===== src/rtl/mux_rr_arbiter.sv =====
// mux_rr_arbiter
// Round-robin arbiter that shares one 8:1 select path among eight requesters.
// It registers a one-hot grant and a matching 3-bit binary select for the
// 3-to-8 decoder / 8x1 mux (sel_o == i enables output i).
//
// Optional feature macro: MUX_ARB_HOLD_LIMIT_EN
//   defined   -> a hold counter caps continuous ownership at MAX_HOLD cycles
//                when another requester is pending, pulsing revoke_o.
//   undefined -> a grant persists until its owner drops req; revoke_o is 0.
//
// Parameters:
//   MAX_HOLD  maximum consecutive grant cycles per owner (1..15)
//   HCW       hold-counter width, 2**HCW > MAX_HOLD
//
// Ports:
//   clk_i     clock, all state changes on the rising edge
//   rst_i     synchronous active-high reset
//   req_i     [0:7] level-sensitive request per requester
//   gnt_o     [0:7] registered one-hot grant, zero when idle
//   sel_o     [2:0] registered binary index of the grant (holds when idle)
//   busy_o    high whenever a grant is active
//   revoke_o  one-cycle pulse when the hold limit forced a handover
module mux_rr_arbiter #(
  parameter int MAX_HOLD = 8,
  parameter int HCW      = 4
) (
  input  logic       clk_i,
  input  logic       rst_i,
  input  logic [0:7] req_i,
  output logic [0:7] gnt_o,
  output logic [2:0] sel_o,
  output logic       busy_o,
  output logic       revoke_o
);

  typedef enum logic {
    IDLE,
    GRANT
  } state_e;

  state_e     state_q;
  logic [0:7] gnt_q;
  logic [2:0] sel_q;
  logic [2:0] ptr_q;
  logic       revoke_q;

  logic       ownerReq;
  logic       limitHit;
  logic [0:7] searchReq;
  logic       found;
  logic [2:0] pick;
  logic       newGrant;
  logic       goIdle;
  logic       doRevoke;

  function automatic logic [0:7] toOneHot(input logic [2:0] idx);
    toOneHot      = '0;
    toOneHot[idx] = 1'b1;
  endfunction

  assign ownerReq = req_i[sel_q];

`ifdef MUX_ARB_HOLD_LIMIT_EN
  logic [HCW-1:0] hold_q;

  assign limitHit = (state_q == GRANT) && (hold_q >= HCW'(MAX_HOLD));

  // Hold counter: loads 1 on every new grant, counts while the owner keeps
  // its request, saturates at MAX_HOLD, and restarts at 1 when the limit is
  // reached but nobody else is waiting.
  always_ff @(posedge clk_i) begin
    if (rst_i) begin
      hold_q <= '0;
    end else if (newGrant) begin
      hold_q <= HCW'(1);
    end else if (goIdle) begin
      hold_q <= '0;
    end else if (state_q == GRANT && ownerReq) begin
      if (limitHit) begin
        hold_q <= HCW'(1);
      end else if (hold_q < HCW'(MAX_HOLD)) begin
        hold_q <= hold_q + HCW'(1);
      end
    end
  end
`else
  // Parameters only matter when the hold limit is built; this keeps the
  // limit permanently inactive while still referencing them.
  assign limitHit = 1'b0 && (MAX_HOLD > 0) && (HCW > 0);
`endif

  // When the limit forces a handover the current owner is masked out so the
  // search picks a different requester; otherwise the owner's own request is
  // either low (handover) or irrelevant (IDLE).
  assign searchReq = (limitHit && ownerReq) ? (req_i & ~gnt_q) : req_i;

  // First requesting index in search order ptr, ptr+1, ... ptr+7 (mod 8).
  always_comb begin
    logic [2:0] idx;
    found = 1'b0;
    pick  = ptr_q;
    idx   = ptr_q;
    for (int k = 0; k < 8; k++) begin
      idx = ptr_q + 3'(k);
      if (!found && searchReq[idx]) begin
        found = 1'b1;
        pick  = idx;
      end
    end
  end

  // Decide whether this edge starts a new grant, ends the current one, or
  // hands over because of the hold limit.
  always_comb begin
    newGrant = 1'b0;
    goIdle   = 1'b0;
    doRevoke = 1'b0;
    case (state_q)
      IDLE: begin
        newGrant = found;
      end
      GRANT: begin
        if (!ownerReq) begin
          newGrant = found;
          goIdle   = !found;
        end else if (limitHit) begin
          newGrant = found;
          doRevoke = found;
        end
      end
      default: begin
        goIdle = 1'b1;
      end
    endcase
  end

  // Arbiter state machine; gnt and sel always move on the same edge, and the
  // pointer advances just past each newly granted index.
  always_ff @(posedge clk_i) begin
    if (rst_i) begin
      state_q  <= IDLE;
      gnt_q    <= '0;
      sel_q    <= '0;
      ptr_q    <= '0;
      revoke_q <= 1'b0;
    end else begin
      revoke_q <= doRevoke;
      if (newGrant) begin
        state_q <= GRANT;
        gnt_q   <= toOneHot(pick);
        sel_q   <= pick;
        ptr_q   <= pick + 3'd1;
      end else if (goIdle) begin
        state_q <= IDLE;
        gnt_q   <= '0;
      end
    end
  end

  assign gnt_o    = gnt_q;
  assign sel_o    = sel_q;
  assign busy_o   = |gnt_q;
  assign revoke_o = revoke_q;

endmodule


===== config.mk =====
export PLATFORM = sky130hd
export DESIGN_NAME = mux_rr_arbiter
export DESIGN_NICKNAME = d
export VERILOG_FILES = /design/src/rtl/mux_rr_arbiter.sv
export SDC_FILE = /design/constraint.sdc
export NUM_CORES = 1
export LEC_CHECK = 0
export ABC_AREA = 0
export CORE_UTILIZATION = 55
export CTS_CLUSTER_DIAMETER = 50
export DETAILED_ROUTE_END_ITERATION = 16
export GPL_TIMING_DRIVEN = 0
export MAX_ROUTING_LAYER = met4
export PLACE_DENSITY = 0.8
export RECOVER_POWER = 50
export SLEW_MARGIN = 10
export SYNTH_ARGS = -nofsm -noshare
export SYNTH_HDL_FRONTEND = slang
export SYNTH_SLANG_ARGS = --single-unit

===== constraint.sdc =====
create_clock -name clk_i -period 4.5 [get_ports clk_i]
set_input_delay 0.675 -clock clk_i [delete_from_list [all_inputs] [get_ports clk_i]]
set_output_delay 0.675 -clock clk_i [all_outputs]
set_load 0.005 [all_outputs]

==> impl_metrics.ini <==
[sta]
worst_pin_slew_ps = 509
rsz0062_at_grt = no
slew_headroom = 0.659
maxSlewViolCount = 0
setup_violations = 0
final.setup.tns_ps = 0
worst_clock_skew_ps = 2.14
max_clock_freq_mhz = 246
hold_viol = 0
finalCritPeriodShare = 0.902
min_period_ps = 4060

[synthesis]
yosysSeqAreaShare = 0.181
synthTopCellsByArea = dfxtp_1 (18%), mux4_2 (12%), mux2i_1 (8.5%), mux4_1 (4.8%), a22o_1 (4.8%)
synth_ff_type = dfxtp_1
async_reset_ff_frac = 0
syn_inst = 172
synth_edf_count = 0
yosysWarningCount = 0
netlist_area_um2 = 1660
yosys-top-cells-count = dfxtp_1 (15), nor2_1 (15), mux2i_1 (14)
synth_top_area_frac = 0.181
yosysTopAreaCell = dfxtp_1
avgSynthCellArea_um2 = 9.64
syn-num-nets = 184
ys_types = 57
ys_seq_elements = 15

[grt]
grt_first_pass_wirelength_mm = 6.81
first_global_vias = 1413
grt_max_degree = 11
grt.total_usage = 0.276
grt.overflow.total = 0
antenna_found_initial = 0

[clock_network]
cts_sinks = 15
clockRootBuffer = clkbuf_4
hold_buffers = 0
cts_made_buffers = 3
clk_path_buf_depth = 2
cts-resized-gates = 0
ctsHtreeMaxLevel = 1
cts_tree = built
postCtsSetupRepairBufs = 0
clock_latency_ps = 280
cts.clk_slew.worst_paths_ps = 90

[critical_path]
arrival_ps = 4240
path_max_fanout = 19
ff2ff_path_depth = 11
critPathLaunchType = flip-flop
crit_type = flip-flop to flip-flop
required_ps = 4680
cp-end-kind = flip-flop

[finish]
fin_area_um2 = 1940
fill_cells = 226
fin_cells = 229
area_delta_synth_final_pct = 17.1
final_nets = 211
post-route-util = 0.692
diodes = 0
layout-drive-gt1-share = 0.197

[die]
core-area_um2 = 2810
dieArea_um2 = 3240
io_pins = 23
die_w_um = 56.9
rows = 19
die-height_um = 56.9
start_util = 0.591

[pwr]
max-vdd-ir-drop_v = 0.000547
power.total_mw = 1.63
leakage_nw = 0.762
power.density_nw_per_um2 = 841

[route]
drt_iter0_markers = 63
antenna_left = 0
dr.pass1.iters = 10
drc = 2
vias_per_cell = 6.63
routed_wirelength_mm = 4.03
vias = 1519
drt-wirelength-per-cell_um = 17.6

[min_path]
hp-class = flip-flop to flip-flop
holdPathStages = 1

[outcome]
outcome = finished, violations left
violations = DRC

[placed_design]
placed_area_um2 = 1900
io_buffer_count = 20
dpl.hpwl_mm = 3.10
dp_cells = 223
gp_congestion = 0.855

[flow_run]
maxCapViolCount = 0
## power breakdown
part / internal, mW / switching, mW
Clock: 0.0344 / 0.0423
Combinational: 0.634 / 0.707
Sequential: 0.178 / 0.0378
Total: 0.846 / 0.788
## critical path, cell delays in order, from the launching register on
cell and delay [ps]:
dfxtp_1 340, buf_2 360, inv_1 180, ha_1 350, buf_6 140, mux4_1 650
mux2i_2 440, mux2_2 390, a2111o_1 450, a22oi_4 290, nor2_1 110, a22o_1 250
## final timing paths
check / startpoint / endpoint / slack (ps)
max: ptr_q[1] / gnt_o[0] / 440
min: gnt_o[0] / gnt_o[0] / 510
max reg2reg: ptr_q[1] / gnt_o[0] / 440
min reg2reg: gnt_o[0] / gnt_o[0] / 510
## registers in the layout, indices dropped and copies added (netlist names)
name,count
gnt_o,8
state_q,1
sel_o,3
ptr_q,3
## per-layer routing
metal | vias up | global-route usage | routed length (um)
li1 | 719 | - | -
met1 | 723 | 0.378 | 1780
met2 | 66 | 0.413 | 1930
met3 | 11 | 0.0622 | 242
met4 | 0 | 0.0697 | 68
met5 | - | - | 0
## final cells by class
cell class,instances,area [um^2],share of cell area
plain buffers,12,81.3,0.0419
clock buffers,4,26.3,0.0135
inverters,4,15.0,0.00773
multi-input cells,140,1260,0.648
flip-flops and latches,15,300,0.155
well taps,31,38.8,0.0200
repair buffers,23,223,0.115
## through the flow
stage	hold slack, ps	setup WS, ps
floorplan	489	770
global placement	487	189
detailed placement	492	96.3
CTS	512	33.9
global route	549	282
finish	508	440
## logic make-up (layout without fill, tap and decap cells)
group	after synthesis	in the layout	synth area share
simple gates	57	57	0.192
compound gates	43	43	0.222
mux	32	32	0.297
buf+inv	17	43	0.0604
flops	15	15	0.181
xor+xnor	5	5	0.0309
fa+ha+maj	2	2	0.0151
other cells	1	1	0.00226
## layout by cell type (no fill, tap or decap), types with 5 or more instances in the layout
cell type        synthesis  layout
nand2_1                 11      11
dfxtp_1                 15      15
dlygate4sd3_1            0      12
mux2_2                   5       5
a21oi_1                  6       6
clkdlybuf4s50_1          0       8
clkbuf_1                 5       5
buf_4                    2       5
mux4_2                   9       9
a22o_1                   9       9
nor2b_1                  5       5
nor2_1                  15      15
mux2i_1                 14      14
No activity file was read; power rests on OpenSTA's default activity.
